===== src/rtl/wb_port_arbiter_pkg.sv =====
// Shared definitions for the writeback port arbiter.
// Holds the register-file bus widths, the zero-register address, the reset
// polarity constants and small index helpers used by the arbiter and its
// picker.
package wb_port_arbiter_pkg;

  localparam int REG_ADDR_W = 5;   // register address bus width
  localparam int REG_W      = 32;  // register data bus width

  localparam logic [REG_ADDR_W-1:0] NOP_REG_ADDR = '0;
  localparam logic                  RST_ENABLE   = 1'b1;
  localparam logic                  RST_DISABLE  = 1'b0;
  localparam logic [REG_W-1:0]      ZERO_WORD    = '0;

  // Width of an index into n requesters (at least one bit).
  function automatic int idx_w(input int n);
    return (n > 1) ? $clog2(n) : 1;
  endfunction

endpackage


===== src/rtl/wb_port_arbiter_rr_pick2.sv =====
// Combinational rotating-priority picker for two register-file write ports.
// Ports:
//   valid    - per-requester write pending
//   addr     - packed destination registers, slice i belongs to requester i
//   ptr      - requester index that has highest priority this cycle
//   g1_idx/g1_vld - requester granted write port 1
//   g2_idx/g2_vld - requester granted write port 2
//   last_idx - last requester granted in scan order (valid if g1_vld)
module wb_port_arbiter_rr_pick2
  import wb_port_arbiter_pkg::*;
#(
  parameter int NREQ = 4,
  parameter int AW   = REG_ADDR_W,
  parameter int PW   = idx_w(NREQ)
) (
  input  logic [NREQ-1:0]    valid,
  input  logic [NREQ*AW-1:0] addr,
  input  logic [PW-1:0]      ptr,
  output logic [PW-1:0]      g1_idx,
  output logic               g1_vld,
  output logic [PW-1:0]      g2_idx,
  output logic               g2_vld,
  output logic [PW-1:0]      last_idx
);

  int            scan_i;
  logic [AW-1:0] scan_a;
  logic [AW-1:0] g1_addr;

  // Zero-address requests are not candidates; they never take a port.
  // A candidate matching the port-1 address is skipped so both ports never
  // write the same register in one cycle.
  always_comb begin
    g1_idx  = '0;
    g1_vld  = 1'b0;
    g2_idx  = '0;
    g2_vld  = 1'b0;
    g1_addr = '0;
    scan_i  = 0;
    scan_a  = '0;
    for (int k = 0; k < NREQ; k++) begin
      scan_i = int'(ptr) + k;
      if (scan_i >= NREQ) scan_i = scan_i - NREQ;
      scan_a = addr[scan_i*AW +: AW];
      if (valid[scan_i] && (scan_a != '0)) begin
        if (!g1_vld) begin
          g1_vld  = 1'b1;
          g1_idx  = PW'(scan_i);
          g1_addr = scan_a;
        end else if (!g2_vld && (scan_a != g1_addr)) begin
          g2_vld = 1'b1;
          g2_idx = PW'(scan_i);
        end
      end
    end
    last_idx = g2_vld ? g2_idx : g1_idx;
  end

endmodule


===== src/rtl/wb_port_arbiter.sv =====
// Writeback port arbiter: shares the register file's two write ports among
// NREQ writeback requesters with rotating priority.
// Ports:
//   clk, rst             - clock and synchronous active-high reset
//   req_valid/addr/data  - per-requester write requests (packed slices)
//   req_ready            - combinational accept per requester
//   we1/waddr1/wdata1    - registered write port 1
//   we2/waddr2/wdata2    - registered write port 2
module wb_port_arbiter
  import wb_port_arbiter_pkg::*;
#(
  parameter int NREQ = 4,
  parameter int AW   = REG_ADDR_W,
  parameter int DW   = REG_W
) (
  input  logic               clk,
  input  logic               rst,
  input  logic [NREQ-1:0]    req_valid,
  input  logic [NREQ*AW-1:0] req_addr,
  input  logic [NREQ*DW-1:0] req_data,
  output logic [NREQ-1:0]    req_ready,
  output logic               we1,
  output logic [AW-1:0]      waddr1,
  output logic [DW-1:0]      wdata1,
  output logic               we2,
  output logic [AW-1:0]      waddr2,
  output logic [DW-1:0]      wdata2
);

  localparam int PW = idx_w(NREQ);

  logic [PW-1:0] ptr;
  logic [PW-1:0] g1_idx;
  logic [PW-1:0] g2_idx;
  logic [PW-1:0] last_idx;
  logic          g1_vld;
  logic          g2_vld;

  wb_port_arbiter_rr_pick2 #(
    .NREQ (NREQ),
    .AW   (AW),
    .PW   (PW)
  ) u_pick (
    .valid    (req_valid),
    .addr     (req_addr),
    .ptr      (ptr),
    .g1_idx   (g1_idx),
    .g1_vld   (g1_vld),
    .g2_idx   (g2_idx),
    .g2_vld   (g2_vld),
    .last_idx (last_idx)
  );

  // Zero-register writes are acknowledged at once and dropped; the picker
  // already excludes them, so they never consume a port or move ptr.
  always_comb begin
    req_ready = '0;
    for (int i = 0; i < NREQ; i++) begin
      req_ready[i] = (rst == RST_DISABLE) && req_valid[i] &&
                     ((req_addr[i*AW +: AW] == AW'(NOP_REG_ADDR)) ||
                      (g1_vld && (g1_idx == PW'(i))) ||
                      (g2_vld && (g2_idx == PW'(i))));
    end
  end

  // Output stage: accepted writes reach the register file one cycle later.
  always_ff @(posedge clk) begin
    if (rst == RST_ENABLE) begin
      ptr    <= '0;
      we1    <= 1'b0;
      we2    <= 1'b0;
      waddr1 <= '0;
      waddr2 <= '0;
      wdata1 <= DW'(ZERO_WORD);
      wdata2 <= DW'(ZERO_WORD);
    end else begin
      we1 <= g1_vld;
      we2 <= g2_vld;
      if (g1_vld) begin
        waddr1 <= req_addr[int'(g1_idx)*AW +: AW];
        wdata1 <= req_data[int'(g1_idx)*DW +: DW];
      end
      if (g2_vld) begin
        waddr2 <= req_addr[int'(g2_idx)*AW +: AW];
        wdata2 <= req_data[int'(g2_idx)*DW +: DW];
      end
      if (g1_vld) begin
        ptr <= (last_idx == PW'(NREQ-1)) ? '0 : last_idx + 1'b1;
      end
    end
  end

endmodule


===== config.mk =====
export PLATFORM = sky130hd
export DESIGN_NAME = wb_port_arbiter
export DESIGN_NICKNAME = d
export VERILOG_FILES = /design/src/rtl/wb_port_arbiter_pkg.sv /design/src/rtl/wb_port_arbiter_rr_pick2.sv /design/src/rtl/wb_port_arbiter.sv
export SDC_FILE = /design/constraint.sdc
export NUM_CORES = 1
export LEC_CHECK = 0
export BUFFER_PORTS_ARGS = -buffer_cell sky130_fd_sc_hd__buf_2
export CORE_MARGIN = 5
export CORE_UTILIZATION = 57
export DETAILED_ROUTE_END_ITERATION = 6
export PLACE_DENSITY = 0.9
export SLEW_MARGIN = 0
export SYNTH_ARGS = -nofsm -noshare
export SYNTH_HDL_FRONTEND = slang
export SYNTH_SLANG_ARGS = --single-unit

===== constraint.sdc =====
create_clock -name clk -period 8.4 [get_ports clk]
set_clock_uncertainty 0.1 [all_clocks]
set_input_delay 0.42 -clock clk [delete_from_list [all_inputs] [get_ports clk]]
set_output_delay 0.42 -clock clk [all_outputs]
set_load 0.005 [all_outputs]

==> results.ini, run 1 <==
[status]
status = complete, no violations

[sta]
unrepaired_setup_endpoints_after_global_routing = false
finalMaxSlewViolations = 0
tightestPinTransition_ns = 1.117
achievable-frequency_ghz = 0.1375
timing.final.hold_violations = 0
finalSetupTns_ns = 0
max-slew-margin-rel_pct = 25.51
post-route-period-util_pct = 86.58
final-setup-viol-count = 0
fin_ws_ns = 1.127
post-route-min-period_ns = 7.273

[finish]
footprint_of_the_multi_input_gates_mm2 = 0.008616
areaGrowthSynthToFinish_pct = 11.84
final_nets = 1690
fillers = 1618
stdcell_area_mm2 = 0.01233
final_cell_count_no_fill = 1793
share_of_final_layout_standard_cells_stronger_than_drive_strength_1_pct = 24.89
register_area_mm2 = 0.001565

[synth]
syn_area_per_cell_um2 = 7.697
synth_enable_flop_cells = 0
yosys.area_share.adder_pct = 1.657
yosysUniqueCellTypes = 89
ys_ff_latch = 78
yosys.area_share.simple_pct = 25.11
synthesis.yosys.warnings = 0
synthCells = 1432
netlist.area_leader.share_pct = 14.17
synth.most_common_cell = nand2_1
synthArstFlopShare_pct = 0
synth_top_flop_cell = dfxtp_1
synth_fp_nets = 1600
ys_seq_area_share_pct = 14.17
synth_area_leader_cell = dfxtp_1
yosys-top-cells-count = 222 x nand2_1, 121 x clkbuf_1, 117 x nand3_1, 93 x nor3_1, 78 x dfxtp_1
synth_xor_xnor_area_share_pct = 0.6357
synth_top_family_by_area = compound AO/OA/AOI/OAI gates
synth_mux_area_share_pct = 19.43
synth_area_mm2 = 0.01102
synth-compound-area-share_pct = 30.73
post_synth_main_area_contributors = dfxtp_1 14%, mux4_2 13%, nand2_1 7.6%, mux2i_1 5.5%, nand3_1 5.3%

[floorplan]
die_area_mm2 = 0.02222
start_util_pct = 58.34
die_w_um = 149.1
design.core.area_mm2 = 0.01889
fp-row-count = 50
die_h_um = 149.1
design.portCount = 234

[worst_setup_path]
crit_fanout = 67
r2r.worst_path.cells = 16
crit_path_start_kind = flop
worst-endpoint-arrival_ns = 6.75
worst_r2r_endpoint = waddr2[4]
timing.critical_path.required_ns = 7.88
critical_path.reg2reg.startpoint = ptr[0]
worstSetupPathType = flop to primary output
timing.critical_path.to_type = primary output
setup.reg_to_reg.worst_slack_ns = 1.48
worst_setup_path_startpoint = ptr[0]
worst_setup_path_endpoint = req_ready[0]

[drt]
average_vias_per_placed_instance = 7.474
ant_nets = 0
drcViolationCount = 0
via_count = 13400
drt_pre_antenna_iters = 6
wl_per_cell_um = 23.32
count_of_routing_violations_after_the_opening_detailed_route_iteration = 1766
detail_route.wirelength_um = 41810

[clocking]
clockRootBuffer = clkbuf_16
post_cts.repair.setup_buffers = 0
clock_buffer_count_from_cts = 9
cts.sink_count = 78
clockBufferDepth = 2
cts_repair_resize_count = 0
clock_insertion_delay_worst_skew_ns = 0.35
tritoncts = yes
cts.hold.buffers_added = 0
clk_transition_reported_paths_ns = 0.08
ctsHtreeMaxLevel = 3

[global_routing]
grt_remaining_overflow = 0
grt.total_usage_pct = 35.75
pin_count_of_the_biggest_net_entering_global_routing = 114
grt_antenna_before_repair = 7
grt_pass1_wl_um = 65270
grt_pass1_vias = 12190

[placement]
portBuffers = 233
dp.cells = 1771
preCtsSetupSlack_ns = 1.597
post_dp_cell_area_mm2 = 0.01201
gp_congestion = 0.9881
place.detailed.hpwl_um = 27300

[flow_run]
timing.max_cap.violations = 0

[min_path]
worst_min_delay_path_class = flop to flop

-- metrics by stage --
stage / hold WS (ns) / utilization (%)
detailed placement: 0.3396 / 63.55
global route: 0.3676 / 65.21
finish: 0.3504 / 65.25
global placement: 0.3361 / 63.55
floorplan: 0.3483 / -
CTS: 0.3515 / 65.17
-- cell type report --
class,instances,area share (%)
inverters,21,0.6395
well taps,260,2.639
multi-input cells,1150,69.89
clock buffers,9,1.827
flip-flops and latches,78,12.70
repair buffers,262,11.53
diodes,6,0.1218
clock inverters,7,0.6496
-- cells in the final DEF (no fill, tap or decap), types with 7 or more instances in the layout --
master     count
buf_2        233
nand2_1      222
nand3_1      117
nor3_1        92
dfxtp_1       77
mux4_2        62
mux2i_1       61
a21oi_1       52
a211oi_1      42
o211ai_1      40
o221ai_1      40
o31ai_1       40
o31a_1        38
nand4_1       36
o2111a_1      34
o2111ai_1     32
buf_4         26
nor2_1        24
nand2b_1      18
inv_1         17
o21ai_0       17
ha_1          13
and2_1        12
mux2_2         9
clkbuf_16      9
nand3b_1       7
or3_1          7
a31oi_1        7
o22ai_1        7
-- metal layers --
layer / global-route usage, % / share of wire (%)
met5: 0 / 0.10
met1: 46.42 / 36
met4: 17.35 / 5.5
met3: 8.782 / 13
met2: 55.74 / 45
-- registers in the layout, indices dropped and copies added (netlist names) --
register,flops
wdata1,32
wdata2,32
waddr1,5
waddr2,5
ptr,2
we1,1
we2,1
-- cells by family after synthesis --
kind of cell / count (synthesis)
flip-flops: 78
AO/OA/AOI/OAI: 420
AND/OR/NAND/NOR: 573
buffers and inverters: 204
XOR/XNOR: 8
adder cells (fa/ha/maj): 14
multiplexers: 135
-- worst min-delay path by stage --
stage                    start    endpoint  slack [ns]  depth (start not counted)
detailed placement   wdata1[9]   wdata1[9]        0.34                          2
global placement    wdata1[14]  wdata1[14]        0.34                          2
floorplan            waddr1[0]   waddr1[0]        0.35                          2
finish              wdata1[29]  wdata1[29]        0.35                          2
CTS                 wdata1[23]  wdata1[23]        0.35                          2
global route        wdata1[11]  wdata1[11]        0.37                          2
-- worst max-delay path, cell delays in order (launching register included) --
cell	delay, ns
dfxtp_4	0.87
inv_2	0.14
ha_1	0.81
nand3b_1	0.30
inv_1	0.12
ha_1	0.31
or4b_2	0.66
a21oi_1	0.22
o21ai_0	0.15
o31ai_2	0.39
xor2_1	0.11
a2111o_1	0.42
o211ai_4	0.63
nand3_1	0.29
o21ai_1	0.38
nor3_1	0.12
o311a_1	0.36
buf_2	0.12
Power of run 1 is left out: the tool's default activity adds up to more than one toggle a clock period on the data nets, which glitch-free logic cannot reach.
==> run 2, diff against run 1 <==
==> constraint.sdc (replaced) <==
create_clock -name clk -period 6.95 [get_ports clk]
set_clock_uncertainty 0.1 [all_clocks]
set_input_delay 0.3475 -clock clk [delete_from_list [all_inputs] [get_ports clk]]
set_output_delay 0.3475 -clock clk [all_outputs]
set_load 0.005 [all_outputs]
==> run 2 against run 1 <==
Net effect: sequential share of layout area down 0.069 points; critical path type unchanged; design area increased by 0.55%; hold slack got worse by 0.0092 ns.
==> results.ini, run 2 (synthesis gave the netlist of run 1 again) <==
[sta]
finalMaxSlewViolations = 0
tightestPinTransition_ns = 1.195
post-route-min-period_ns = 6.547
final-setup-viol-count = 0
timing.final.hold_violations = 0
finalSetupTns_ns = 0
achievable-frequency_ghz = 0.1527
max-slew-margin-rel_pct = 20.00
fin_ws_ns = 0.4029
post-route-period-util_pct = 94.20

[clocking]
cts.sink_count = 78
clock_insertion_delay_worst_skew_ns = 0.35
ctsHtreeMaxLevel = 3
clockRootBuffer = clkbuf_16
clockBufferDepth = 2
tritoncts = yes
clock_buffer_count_from_cts = 9
post_cts.repair.setup_buffers = 0
clk_transition_reported_paths_ns = 0.08

[drt]
count_of_routing_violations_after_the_opening_detailed_route_iteration = 1887
wl_met3_um = 5476
maxUsedRoutingLayer = met4
detail_route.wirelength_um = 41910
via_count = 13370
met2_length_um = 19180
drcViolationCount = 0
ant_nets = 0
average_vias_per_placed_instance = 7.422
wirelength_met1_um = 15130
drt_pre_antenna_iters = 6
wl_per_cell_um = 23.26

[floorplan]
die_w_um = 149.1
design.portCount = 234
start_util_pct = 58.34
fp-row-count = 50
die_area_mm2 = 0.02222
die_h_um = 149.1
design.core.area_mm2 = 0.01889

[placement]
place.detailed.hpwl_um = 27750
gp_congestion = 0.9558
preCtsSetupSlack_ns = 0.6443
post_dp_cell_area_mm2 = 0.01206
portBuffers = 233

[status]
status = complete, no violations

[worst_setup_path]
critical_path.reg2reg.startpoint = ptr[0]
worstSetupPathType = flop to primary output
setup.reg_to_reg.worst_slack_ns = 0.67
crit_fanout = 43
worst_setup_path_startpoint = ptr[0]
crit_path_start_kind = flop
timing.critical_path.required_ns = 6.50
worst_r2r_endpoint = wdata2[29]
timing.critical_path.to_type = primary output
worst-endpoint-arrival_ns = 6.10
r2r.worst_path.cells = 18
worst_setup_path_endpoint = req_ready[3]

[finish]
share_of_final_layout_standard_cells_stronger_than_drive_strength_1_pct = 25.29
final_nets = 1697
final_cell_mix = 233 x buf_2, 222 x nand2_1, 117 x nand3_1
leading_cell_type_in_the_layout_fill_and_taps_excluded = buf_2
stdcell_area_mm2 = 0.01239
areaGrowthSynthToFinish_pct = 12.45
top_regs = wdata1 x32, wdata2 x32

[global_routing]
pin_count_of_the_biggest_net_entering_global_routing = 117
grt.total_usage_pct = 36.05
grt_pass1_vias = 12210
grt_antenna_before_repair = 7
grt_remaining_overflow = 0
grt_pass1_wl_um = 65720

[min_path]
timing.hold.worst_path_depth = 5
worst_min_delay_path_class = input port to flop

[flow_run]
timing.max_cap.violations = 0

## run 2: worst min path at each step
| stage | startpoint | endpoint | slack, ns |
|---|---|---|---|
| after CTS | req_data[123] | wdata2[27] | 0.33 |
| final | req_data[109] | wdata2[13] | 0.34 |
| after global placement | waddr1[0] | waddr1[0] | 0.34 |
| after floorplan | waddr1[0] | waddr1[0] | 0.35 |
| after global routing | req_data[121] | wdata2[25] | 0.36 |
| after detailed placement | waddr1[0] | waddr1[0] | 0.34 |
## run 2: layer usage
layer	GRT usage, %	vias to the layer above
met1	47.53	6204
met2	56.19	1124
li1	-	5858
met3	8.660	188
met5	0	-
met4	16.06	0
## run 2: per-stage QoR
| stage | utilization, % | hold slack (ns) | std cells |
|---|---|---|---|
| floorplan | - | 0.3483 | 1432 |
| global placement | 63.83 | 0.3370 | 1778 |
| detailed placement | 63.83 | 0.3422 | 1778 |
| CTS | 65.43 | 0.3267 | 1794 |
| global route | 65.59 | 0.3593 | 1801 |
| finish | 65.60 | 0.3413 | 1802 |
## run 2: cell type report
type	count	area, um^2
Timing Repair Buffer	269	1481
Clock buffer	9	225.2
Antenna cell	8	20.02
Inverter	21	78.83
Multi-Input combinational cell	1150	8621
Fill cell	1614	6499
Tap cell	260	325.3
Sequential cell	78	1565
Clock inverter	7	77.57
## run 2: critical path: stages, from the launching register on
cell	delay (ns)
dfxtp_4	0.75
inv_2	0.07
buf_4	0.22
ha_1	0.27
nand2b_1	0.19
inv_1	0.14
ha_1	0.21
ha_1	0.47
nor2_1	0.25
a32oi_1	0.12
or4_1	0.50
o21ai_1	0.34
a31oi_1	0.13
or4_4	0.58
o31ai_4	0.48
o21ai_1	0.29
and2_1	0.23
o311a_1	0.34
buf_2	0.12
## run 2: what timing repair did
item	CTS	global route
resized for setup	0	4
endpoints found under the setup margin	0	3
hold buffers	0	0
Power of run 2 is left out for the same reason.
